File: config.mk
export PLATFORM = sky130hd
export DESIGN_NAME = fuec_encoder_12_4
export DESIGN_NICKNAME = d
export VERILOG_FILES = /design/src/rtl/fuec_12_4_pkg.sv /design/src/rtl/fuec_syndrome_12_4.sv /design/src/rtl/fuec_encoder_12_4.sv
export SDC_FILE = /design/constraint.sdc
export NUM_CORES = 1
export LEC_CHECK = 0
export CORE_ASPECT_RATIO = 0.8
export CORE_UTILIZATION = 39
export CTS_CLUSTER_DIAMETER = 30
export DETAILED_ROUTE_END_ITERATION = 8
export PLACE_DENSITY = 0.83
export SYNTH_ARGS = -nofsm -noshare
export SYNTH_HDL_FRONTEND = slang
export SYNTH_SLANG_ARGS = --single-unit
File: constraint.sdc
create_clock -name clk -period 2.81 [get_ports clk]
set_input_delay 0.843 -clock clk [delete_from_list [all_inputs] [get_ports clk]]
set_output_delay 0.843 -clock clk [all_outputs]
set_load 0.02 [all_outputs]
File: src/rtl/fuec_12_4_pkg.sv
// Shared constants and parity function for the 12/8/4 FUEC code.
// Used by the encoder and by the optional syndrome checker.
package fuec_12_4_pkg;

  localparam int N = 12;
  localparam int K = 8;
  localparam int R = 4;

  // H columns for d7..d0, each nibble is p[3:0] contributed by that data bit
  localparam logic [K*R-1:0] H_COLS = {4'hC, 4'h6, 4'h5, 4'h7, 4'hF, 4'hB, 4'h9, 4'h3};

  function automatic logic [R-1:0] fuec_parity(input logic [K-1:0] data);
    logic [R-1:0] acc;
    acc = '0;
    for (int i = 0; i < K; i++) begin
      if (data[i]) acc = acc ^ H_COLS[i*R +: R];
    end
    return acc;
  endfunction

endpackage

File: src/rtl/fuec_syndrome_12_4.sv
// Syndrome of a 12-bit FUEC codeword {p, d}; zero for a valid codeword.
module fuec_syndrome_12_4
  import fuec_12_4_pkg::*;
(
  input  logic [N-1:0] cw,
  output logic [R-1:0] syn
);

  assign syn = fuec_parity(cw[K-1:0]) ^ cw[N-1:K];

endmodule

File: src/rtl/fuec_encoder_12_4.sv
// FUEC 12/8/4 encoder: combinational parity/codeword plus a one-stage registered copy.
// Optional sticky syndrome self-check on the registered codeword: FUEC_ENC_SELFCHECK_EN.
module fuec_encoder_12_4
  import fuec_12_4_pkg::*;
(
  input  logic         clk,
  input  logic         rst,
  input  logic [K-1:0] d,
  input  logic         in_valid,
  output logic [R-1:0] p,
  output logic [N-1:0] cw,
  output logic [N-1:0] cw_q,
  output logic         out_valid,
  output logic         err_flag
);

  logic [N-1:0] cw_p1;
  logic         vld_p1;

  assign p  = fuec_parity(d);
  assign cw = {p, d};

  // ---- stage p0 -> p1: register codeword; it is reset too so cw_q starts at zero
  always_ff @(posedge clk) begin
    if (rst) begin
      cw_p1  <= '0;
      vld_p1 <= 1'b0;
    end else begin
      vld_p1 <= in_valid;
      if (in_valid) cw_p1 <= cw;
    end
  end

  assign cw_q      = cw_p1;
  assign out_valid = vld_p1;

`ifdef FUEC_ENC_SELFCHECK_EN
  logic [R-1:0] syn_p1;
  logic         err_p2;

  fuec_syndrome_12_4 u_syn (
    .cw  (cw_p1),
    .syn (syn_p1)
  );

  // ---- stage p1 -> p2: sticky error, cleared only by reset
  always_ff @(posedge clk) begin
    if (rst) begin
      err_p2 <= 1'b0;
    end else if (vld_p1 && (syn_p1 != '0)) begin
      err_p2 <= 1'b1;
    end
  end

  assign err_flag = err_p2;
`else
  assign err_flag = 1'b0;
`endif

endmodule

; Word-level counts from Yosys, hierarchy flattened
; Index checks and enable logic that the tools add are counted.
[word_totals]
regBits = 13
inputBits = 11
output_inout_bits = 30
elab_cells = 17
[op_classes]
n_mux = 8
bitwise = 7
[ops]
columns = cell, n
row1 = two-way mux 4 bit, 4
row2 = two-way mux 3 bit, 3
row3 = NOT 2 bit, 4
row4 = NOT 3 bit, 2
row5 = NOT 4 bit, 1
row6 = two-way mux 2 bit, 1

; Logic depth before layout (Yosys ltp)
[depth]
depth_word = 15
mapped_depth = 4
mapped_depth_nobuf = 3

; Worst setup path after synthesis
; OpenSTA, ideal clock, no wires.
[synth_timing]
path_type = input port to output port
from = in d[1]
to = out p[3]
arrival_ns = 1.969
required_ns = 1.967
path_slack_ns = -0.002
cell_stages = 3
path_buffers = 1
path_cell_list = xnor3_1 > xnor2_1 > buf_4
[synth_via]
elab_chain_len = 7
[synth_rtl]
columns = element, line_no
row1 = start: declaration, fuec_encoder_12_4.sv:8  ; input logic [K-1:0] d,
row2 = two-way mux 4 bit *, fuec_12_4_pkg.sv:16  ; if (data[i]) acc = acc ^ H_COLS[i*R +: R];
row3 = NOT 3 bit (no source line), -
row4 = two-way mux 4 bit *, fuec_12_4_pkg.sv:16
row5 = NOT 4 bit (no source line), -
row6 = two-way mux 4 bit *, fuec_12_4_pkg.sv:16
row7 = NOT 2 bit (no source line), -
row8 = two-way mux 4 bit *, fuec_12_4_pkg.sv:16
row9 = end: declaration, fuec_encoder_12_4.sv:10  ; output logic [R-1:0] p,
; Mark *: on every way between the ends. The rest lies on a longest branch, timed or not.

; Worst setup path after layout
[layout_timing]
from = in d[3]
to = out cw[8]
[layout_via]
elab_chain_len = 7
[layout_rtl]
columns = element, line_no
row1 = two-way mux 4 bit *, fuec_12_4_pkg.sv:16
row2 = NOT 3 bit (no source line), -
row3 = two-way mux 3 bit *, fuec_12_4_pkg.sv:16
row4 = NOT 2 bit (no source line), -
row5 = two-way mux 3 bit * (2 in a row), fuec_12_4_pkg.sv:16
row6 = two-way mux 4 bit *, fuec_12_4_pkg.sv:16
row7 = end: declaration, fuec_encoder_12_4.sv:11  ; output logic [N-1:0] cw,
; Marked as above.

==> impl_metrics.tcl <==
set metrics [dict create \
    status "finished clean" \
    finalHoldViolCount 0 \
    timing.rr.end "cw_q[10]" \
    synth.avg_cell_area_sq_um 10.1 \
    peakVddDrop_mv 0.361 \
    maxCapViolations 0 \
    grtUsageMet2_pct 28.1 \
    grt_max_degree 9 \
    worstPathArrival_ns 1.93 \
    crit_chain "buf_2 -> xnor3_2 -> xor2_2 -> buf_4" \
    coreArea_sq_um 1640 \
    drc 0 \
    grt_usage_pct 16.3 \
    clock_path_buffers 2 \
    p_per_area_nw_per_um2 533 \
    via_per_inst 4.34 \
    io_buffer_count 39 \
    critPathTopFamily "XOR/XNOR gates" \
    busiest_layer "met2" \
    diodes 0 \
    detailed_place.area_sq_um 1050 \
    clk_pin_slew_worst_paths_ns 0.08 \
    leakagePower_nw 0.538 \
    cts_tree "built" \
    fp.dieH_um 39.5 \
    ys_seq_area_share_pct 37.9 \
    fin_crit_ns 2.77 \
    min_path_type "reg2reg" \
    area_growth_pct 61.2 \
    hpwl_um 1110 \
    ys_types 17 \
    overflow 0 \
    slew_violations 0 \
    max_freq_ghz 0.361 \
    r2r.worst_path.cells 2 \
    timing.final.crit_share_pct 98.7 \
    synthesis.area_sq_um 687 \
    hold_end "cw_q[9]" \
    ys_warn_count 0 \
    routedWlPerCell_um 11.2 \
    drt_wl_total_um 1430 \
    crit_fanout 4 \
    antenna_left 0 \
    worstReg2RegStart "cw_q[10]" \
    die_w_um 48.9 \
    dr.pass1.iters 4 \
    start_util_pct 41.8 \
    vias 556 \
    drive_gt1_share_pct 27.4 \
    setup_tns_ns 0 \
    ys_seq_elements 13 \
    antenna_found_initial 0 \
    cts.sinks 13 \
    crit_path_start_kind "input pin" \
    drt_iter0_drc 6 \
    hold_buffers 0 \
    place_congestion 0.665 \
    slowest_stage "xnor3_2" \
    r2r_setup_slack_ns 2.12 \
    final_nets 118 \
    synth_nets 79 \
    finClkSkew_ns 0 \
    h-tree-depth 1 \
    setup_viol 0 \
    use_met3_pct 6.59 \
    cpPeakStageDelay_ns 0.53 \
    cts_root_buffer "clkbuf_4" \
    cp.required_ns 1.97 \
    cp_num_buf_inv 2 \
    whs_path_depth 2 \
    synth_cells 68 \
    cts-buffers-inserted 3 \
    dieArea_sq_um 1930 \
    ios 41 \
    first_global_vias 457 \
    grt_pass1_wl_um 2150 \
    insertion_delay_ns 0.27 \
    cp-end-kind "output port" \
    critical_path_class "in2out" \
    grtUsageMet1_pct 18.3 \
    min_from "cw_q[9]" \
    design_area_sq_um 1110 \
    rows 13 \
]
## worst max path at each step
stage / startpoint / to / slack (ns) / cells past startpoint
after floorplan: d[1] / p[3] / -0.002 / 3
after global placement: d[1] / p[0] / -0.74 / 4
after detailed placement: d[1] / cw[11] / -0.83 / 4
after CTS: d[5] / cw[8] / 0.03 / 4
after global routing: d[2] / p[1] / -0.01 / 5
final: d[3] / cw[8] / 0.04 / 4
## flip-flops by register name, summed over array words and instances, names as in the netlist
| name | flops |
|---|---|
| cw_q | 12 |
| out_valid | 1 |
## Yosys cell counts
cell type | n | area [sq um]
mux2i_1 | 8 | 80.1
conb_1 | 1 | 3.75
nand2_1 | 1 | 3.75
o22ai_1 | 1 | 6.26
clkbuf_1 | 1 | 3.75
dfxtp_1 | 13 | 260
o21a_1 | 2 | 15.0
xnor3_1 | 4 | 90.1
inv_1 | 3 | 11.3
buf_4 | 13 | 97.6
nor2_1 | 12 | 45.0
a21o_1 | 1 | 7.51
nand2b_1 | 1 | 6.26
xor2_1 | 2 | 17.5
nor3b_1 | 1 | 7.51
xnor2_1 | 3 | 26.3
buf_2 | 1 | 5.00
## layout make-up
cell class              count  area, sq um
inverters                   3         11.3
repair buffers             49          430
well taps                  22         27.5
clock buffers               4         26.3
fillers                   139          536
multi-input cells          37          352
flip-flops and latches     13          260
## cells in the final DEF (no fill, tap or decap), drive strengths merged
| master | n |
|---|---|
| clkdlybuf4s50 | 22 |
| buf | 19 |
| dfxtp | 13 |
| nor2 | 12 |
| mux2i | 8 |
| dlygate4sd2 | 5 |
| clkbuf | 5 |
| xnor3 | 4 |
| inv | 3 |
| xnor2 | 3 |
| xor2 | 2 |
| o21a | 2 |
| clkdlybuf4s15 | 2 |
| nand2b | 1 |
| nor3b | 1 |
| a21o | 1 |
| nand2 | 1 |
| o22ai | 1 |
| conb | 1 |
## worst register-to-register path: cells and delay by family, from the launching register on
kind             cells  cell delay (ns)
flip-flops           1             0.31
AO/OA/AOI/OAI        1             0.15
AND/OR/NAND/NOR      1             0.13
## metal layers
| metal | vias to the layer above | part of all wire, % | wire (um) |
|---|---|---|---|
| li1 | 277 | - | - |
| met1 | 254 | 44 | 628 |
| met2 | 25 | 49 | 707 |
| met3 | 0 | 6.8 | 97 |
| met4 | 0 | 0 | 0 |
| met5 | - | 0 | 0 |
## cell families (layout without fill, tap and decap cells)
group | Yosys count | count (layout) | synth area share (%)
buf+inv | 18 | 56 | 17.1
other cells | 1 | 1 | 0.546
compound gates | 4 | 4 | 4.19
xor+xnor | 9 | 9 | 19.5
simple gates | 15 | 15 | 9.11
flops | 13 | 13 | 37.9
mux | 8 | 8 | 11.7
## repair_timing
item | in CTS | in global routing
setup buffers | 2 | 1
endpoints found under the setup margin | 16 | 6
pin swaps | 7 | 5
gates resized for setup | 59 | 4
## through the flow
| step | hold slack [ns] | std cells | worst slack, ns | util [%] | power [mW] |
|---|---|---|---|---|---|
| 2_1_floorplan | 0.552 | 68 | -0.00181 | - | 0.367 |
| 3_3_place_gp | 0.475 | 121 | -0.742 | 64.0 | 0.465 |
| 3_5_place_dp | 0.474 | 121 | -0.833 | 64.0 | 0.468 |
| 4_1_cts | 0.484 | 127 | 0.0266 | 66.4 | 0.584 |
| 5_1_grt | 0.495 | 128 | -0.00993 | 67.4 | 0.620 |
| 6_report | 0.486 | 128 | 0.0376 | 67.4 | 0.590 |
## report_power, final
group	switching [mW]	internal, mW
Clock	0.0613	0.0549
Combinational	0.134	0.135
Sequential	0.00626	0.198
Total	0.201	0.389
Note: power is estimated with default switching activity, not from simulation.
